`src/rtl/stopwatch_pkg.sv`:
```
// Shared stopwatch constants: master clock rate, default half-periods and counter sizing.
// Used by clk_div and clk_div_stage (optional tick outputs via CLK_DIV_TICK_EN).
package stopwatch_pkg;

  localparam int CLK_FREQ_HZ        = 100000000;
  localparam int ONEHZ_HALF_DEFAULT = 50000000;
  localparam int TWOHZ_HALF_DEFAULT = 25000000;
  localparam int FAST_HALF_DEFAULT  = 50000;
  localparam int BLINK_HALF_DEFAULT = 12500000;

  // A half-period of 1 still needs a one-bit counter.
  function automatic int cnt_width(input int half);
    return (half <= 1) ? 1 : $clog2(half);
  endfunction

endpackage

```
`src/rtl/clk_div_stage.sv`:
```
// One half-period counter driving a registered 50%-duty square wave.
// With CLK_DIV_TICK_EN defined it also emits a one-cycle pulse on each rising edge.
module clk_div_stage
  import stopwatch_pkg::*;
#(
  parameter int HALF = 2
) (
  input  logic clk,
  input  logic rst,
`ifdef CLK_DIV_TICK_EN
  output logic tick_out,
`endif
  output logic sq_out
);

  localparam int W = cnt_width(HALF);
  localparam logic [W-1:0] LAST = W'(HALF - 1);

  logic [W-1:0] cnt_reg;
  logic         sq_reg;
  logic         wrap;

  assign wrap = (cnt_reg == LAST);

  always_ff @(posedge clk) begin
    if (rst) begin
      cnt_reg <= '0;
      sq_reg  <= 1'b0;
    end else if (wrap) begin
      cnt_reg <= '0;
      sq_reg  <= ~sq_reg;
    end else begin
      cnt_reg <= cnt_reg + W'(1);
    end
  end

  assign sq_out = sq_reg;

`ifdef CLK_DIV_TICK_EN
  logic tick_reg;

  // Pulses in the same cycle the square wave goes high.
  always_ff @(posedge clk) begin
    if (rst) begin
      tick_reg <= 1'b0;
    end else begin
      tick_reg <= wrap & ~sq_reg;
    end
  end

  assign tick_out = tick_reg;
`endif

endmodule

```
`src/rtl/clk_div.sv`:
```
// Stopwatch clock generator: four phase-aligned square waves derived from the master clock.
// Defining CLK_DIV_TICK_EN adds one-cycle rising-edge tick outputs for each wave.
module clk_div
  import stopwatch_pkg::*;
#(
  parameter int CLK_FREQ   = CLK_FREQ_HZ,
  parameter int ONEHZ_HALF = ONEHZ_HALF_DEFAULT,
  parameter int TWOHZ_HALF = TWOHZ_HALF_DEFAULT,
  parameter int FAST_HALF  = FAST_HALF_DEFAULT,
  parameter int BLINK_HALF = BLINK_HALF_DEFAULT
) (
  input  logic clk,
  input  logic rst,
`ifdef CLK_DIV_TICK_EN
  output logic onehz_tick,
  output logic twohz_tick,
  output logic fast_tick,
  output logic blink_tick,
`endif
  output logic onehz_clk,
  output logic twohz_clk,
  output logic fast_clk,
  output logic blink_clk
);

  // Stage order: 0 onehz, 1 twohz, 2 fast, 3 blink.
  function automatic int half_of(input int idx);
    case (idx)
      0:       return ONEHZ_HALF;
      1:       return TWOHZ_HALF;
      2:       return FAST_HALF;
      default: return BLINK_HALF;
    endcase
  endfunction

  logic [3:0] sq;
`ifdef CLK_DIV_TICK_EN
  logic [3:0] tick;
`endif

  genvar gi;
  generate
    for (gi = 0; gi < 4; gi++) begin : g_stage
      clk_div_stage #(
        .HALF(half_of(gi))
      ) u_stage (
        .clk     (clk),
        .rst     (rst),
`ifdef CLK_DIV_TICK_EN
        .tick_out(tick[gi]),
`endif
        .sq_out  (sq[gi])
      );
    end
  endgenerate

  assign onehz_clk = sq[0];
  assign twohz_clk = sq[1];
  assign fast_clk  = sq[2];
  assign blink_clk = sq[3];

`ifdef CLK_DIV_TICK_EN
  assign onehz_tick = tick[0];
  assign twohz_tick = tick[1];
  assign fast_tick  = tick[2];
  assign blink_tick = tick[3];
`endif

endmodule
```
`config.mk`:
```
export PLATFORM = sky130hd
export DESIGN_NAME = clk_div
export DESIGN_NICKNAME = d
export VERILOG_FILES = /design/src/rtl/stopwatch_pkg.sv /design/src/rtl/clk_div_stage.sv /design/src/rtl/clk_div.sv
export SDC_FILE = /design/constraint.sdc
export NUM_CORES = 1
export LEC_CHECK = 0
export ABC_CLOCK_PERIOD_IN_PS = 4500
export CELL_PAD_IN_SITES_DETAIL_PLACEMENT = 1
export CELL_PAD_IN_SITES_GLOBAL_PLACEMENT = 1
export CORE_MARGIN = 3
export CORE_UTILIZATION = 52
export DETAILED_ROUTE_END_ITERATION = 6
export PLACE_DENSITY_LB_ADDON = 0.1
export REMOVE_ABC_BUFFERS = 1
export SYNTH_ARGS = -nofsm -noshare
export SYNTH_HDL_FRONTEND = slang
export SYNTH_SLANG_ARGS = --single-unit
```
`constraint.sdc`:
```
create_clock -name clk -period 4.5 [get_ports clk]
set_clock_uncertainty 0.2 [all_clocks]
set_input_delay 1.35 -clock clk [delete_from_list [all_inputs] [get_ports clk]]
set_output_delay 1.35 -clock clk [all_outputs]
set_load 0.1 [all_outputs]
```
# After elaboration in Yosys (flattened, before gate mapping)
# Cells that the tools add are included.
# word_totals
latch_bits,0
romBits,0
n_memories,0
in_bits,2
output_inout_bits,4
regBits,95
ramBits,0
word_cells,24
# op_classes
n_div,0
eq_ne,4
mul,0
magnitude_cmp,0
n_addsub,4
bitwise_logic,4
shifts,0
reduce_logical,4
muxes,0
# op_table
cell,n
$add 26x1->26 const B,1
$eq 26x26->1 const B,1
$add 25x1->25 const B,1
$eq 25x25->1 const B,1
$add 24x1->24 const B,1
$eq 24x24->1 const B,1
$add 16x1->16 const B,1
$eq 16x16->1 const B,1
$reduce_or 2->1,4
$not 1->1,4

# Logic depth before layout (Yosys ltp)
# logic_depth
word_depth,2
mapped_depth,7
ltp_nobuf,5

# Modules after synthesis
# A second synthesis with hierarchy kept.
# hier_totals
hier_cells,500
area_unflattened_um2,4367.9
# by_module_without_submodules
module,cells_each,instances,seq_area_each_um2,area_each_um2
clk_div_stage (g_stage[0].u_stage),145,1,540.5,1258.7
clk_div_stage (g_stage[1].u_stage),138,1,520.5,1191.1
clk_div_stage (g_stage[3].u_stage),134,1,500.5,1163.6
clk_div_stage (g_stage[2].u_stage),83,1,340.3,754.5

# Least setup slack after synthesis
# Ideal clock, no wire load.
# synth_timing
path_type,reg-to-output
from,reg g_stage[2].u_stage.sq_reg
to,out fast_clk
setup_slack_ns,2.012
path_buffers,0
stages_incl_launch_ff,1
arrival_ns,0.938
required_time_ns,2.950
path_cell_list,dfxtp_1
# synth_rtl
element,line_no,source
from (decl),clk_div_stage.sv:20,logic sq_reg;
from (signal assigned),clk_div_stage.sv:31,sq_reg <= ~sq_reg;
to (decl),clk_div.sv:22,"output logic fast_clk,"
# No word-level cell between the ends.

# Final worst setup path
# layout_timing
from,reg g_stage[1].u_stage.sq_reg
to,out twohz_clk
# layout_rtl
element,line_no,source
from (decl),clk_div_stage.sv:20,
from (signal assigned),clk_div_stage.sv:31,
to (decl),clk_div.sv:21,"output logic twohz_clk,"
# No word-level cell between the ends.

==> flow_summary.yaml <==
detailed_routing:
  maxUsedRoutingLayer: "met4"
  first_pass_iters: 4
  m1WireLength_mm: 4.75
  ant_nets: 0
  drt-initial-drc-count: 97
  wl_per_cell_um: 16.4
  wl_met2_mm: 5.13
  vias_per_cell: 6.02
  dr_total_vias: 3763
  drc: 0
  wl_met3_um: 230
  wirelength_mm: 10.2
run_status:
  outcome: "complete, no violations"
die:
  die_x_um: 98.1
  die_y_um: 98.1
  core_um2: 7970
  row_count: 32
  io_pins: 6
  die_area_um2: 9630
  start_util_pct: 55.4
timing:
  whs_ns: 0.270
  worstMarginPinSlew_ns: 0.966
  rsz0062_at_grt: "false"
  setup_tns_ns: 0
  finalSetupViolations: 0
  slew_violations: 0
  max-slew-margin-rel_pct: 35.4
  period_share_pct: 76.7
  fmax_ghz: 0.290
  min_period_ns: 3.45
  hold_violations: 0
synthesis:
  synth_most_common_cell: "dfxtp_1"
  synth_edf_count: 0
  synth_top_area_share_pct: 43.1
  syn_area_per_cell_um2: 8.62
  yosys.cell_types.count: 44
  synth_top_cell_by_area: "dfxtp_1"
  netlist_instances: 512
  synthSimpleGateAreaFrac_pct: 32.6
  netlist_area_um2: 4410
  yosysWarnings: 0
  synth-compound-area-share_pct: 9.22
  ys_top_cells_by_count: "dfxtp_1, nor2_1, xnor2_1, a21oi_1, nand4_1"
  synth_top_family_by_area: "simple AND/OR/NAND/NOR gates"
  yosysSeqAreaShare_pct: 43.1
  ys_ff_latch: 95
  synthAdderAreaFrac_pct: 1.13
  synthTopCellsByArea: "dfxtp_1, xnor2_1, nor2_1"
  synth-xor-area-share_pct: 10.7
  synthMuxAreaShare_pct: 0
  ys.flop_type: "dfxtp_1"
  synthArstFlopShare_pct: 0
setup_path:
  critPathLaunch: "g_stage[1].u_stage.sq_out"
  crit_path_max_fanout: 3
  cpMaxStageDelayCell: "clkdlybuf4s50_1"
  max_stage_delay_ns: 1.15
  cp.arrival_ns: 1.90
  worstPathRequired_ns: 2.95
  end_kind: "output port"
  cp_cell_sequence: "clkdlybuf4s50_1"
  crit_buf_inv: 1
  cp_top_family: "buffers and inverters"
  worstSetupPathType: "flip-flop to output port"
  start_kind: "flip-flop"
  r2r-start: "g_stage[3].u_stage.cnt_reg[0]"
place:
  placed_area_um2: 4540
  numPortBuffers: 5
  hpwl_mm: 7.08
  gp_congestion: 0.808
  dp_cells: 609
pwr:
  leakagePower_nw: 1.44
  power_density_nw_per_um2: 324
  power_mw: 1.55
  peakVddDrop_mv: 0.251
clocking:
  clockRootBuffer: "clkbuf_8"
  ctsResizeCount: 0
  cts_setup_buffers: 0
  clk_pin_slew_worst_paths_ns: 0.10
  cts_tree: "built"
  cts.sinks: 95
  clk_path_buf_depth: 2
  cts_buffers: 9
  hold_buffers: 0
  htree_levels: 3
  clkLatencyLatePin_ns: 0.36
global_route:
  antenna_found_initial: 0
  first_global_vias: 3925
  grt_max_degree: 25
  grt_remaining_overflow: 0
  grt_pass1_wl_mm: 18.1
  grtUsageTotal_pct: 22.3
layout:
  area_delta_synth_final_pct: 8.37
  multi_input_area_um2: 2370
  final_area_um2: 4780
  diodes: 0
  fill_cells: 951
  instances_no_fill: 625
  layout.nets: 524
  seq_area_um2: 1900
  largest_reg_flops: 91
  drive_gt1_share_pct: 6.31
job:
  drv_cap: 0
hold_path:
  hold_path.class: "flip-flop to flip-flop"
  min-delay-start: "g_stage[3].u_stage.cnt_reg[0]"
[worst paths after layout]
check | depth (start not counted) | slack, ns | endpoint
worst min register to register | 1 | 0.27 | g_stage[3].u_stage.cnt_reg[0]
worst min-delay path | 1 | 0.27 | g_stage[3].u_stage.cnt_reg[0]
worst max-delay path | 1 | 1.05 | twohz_clk
worst max register to register | 6 | 1.68 | g_stage[3].u_stage.cnt_reg[23]
[metrics by stage]
| step | utilization [%] | setup slack [ns] |
|---|---|---|
| after detailed placement | 57.0 | 1.17 |
| final | 60.0 | 1.05 |
| after global routing | 60.0 | 0.990 |
| after CTS | 60.0 | 1.04 |
| after floorplan | - | 1.76 |
| after global placement | 57.0 | 1.27 |
[cell usage in the layout (no fill, tap or decap), types with 3 or more instances in the layout]
cell type / synthesis / final
buf_4: 1 / 3
nor3_1: 14 / 14
nand3b_1: 3 / 3
nor2_1: 73 / 73
nor4b_1: 5 / 5
or3_1: 18 / 18
nand4b_1: 6 / 6
and3_1: 7 / 7
xor2_1: 19 / 19
dfxtp_1: 95 / 95
o21bai_1: 3 / 3
or4_1: 15 / 15
a21oi_1: 32 / 32
nand2_1: 24 / 24
and4_1: 9 / 9
o21ai_0: 17 / 17
xnor2_1: 35 / 35
nor4_1: 11 / 11
and2_1: 5 / 5
inv_1: 20 / 20
o31ai_1: 10 / 10
nand3_1: 25 / 25
clkbuf_8: 0 / 10
clkdlybuf4s50_1: 0 / 5
ha_1: 4 / 4
nand4_1: 28 / 28
[final cells by class]
type | count | share of cell area [%]
clock buffer | 10 | 2.88
clock inverter | 6 | 2.07
inverter | 20 | 1.57
multi-input combinational | 384 | 49.5
sequential | 95 | 39.8
tap | 102 | 2.67
timing repair buffer | 8 | 1.52
[where the power goes]
part | internal (mW) | total (mW) | switching, mW
combinational | 0.0121 | 0.0357 | 0.0237
clock | 0.338 | 0.656 | 0.318
sequential | 0.849 | 0.859 | 0.00967
total | 1.20 | 1.55 | 0.351
[cells by family after synthesis]
family,after synthesis
AND/OR/NAND/NOR,257
AO/OA/AOI/OAI,69
flip-flops,95
XOR/XNOR,54
adder cells (fa/ha/maj),4
buffers and inverters,33
[metal layers]
metal | GRT usage, % | vias up
met1 | 27.8 | 1839
met5 | 0 | -
met3 | 4.50 | 15
met2 | 39.0 | 39
met4 | 6.07 | 0
li1 | - | 1870
(Power assumes the default switching activity.)
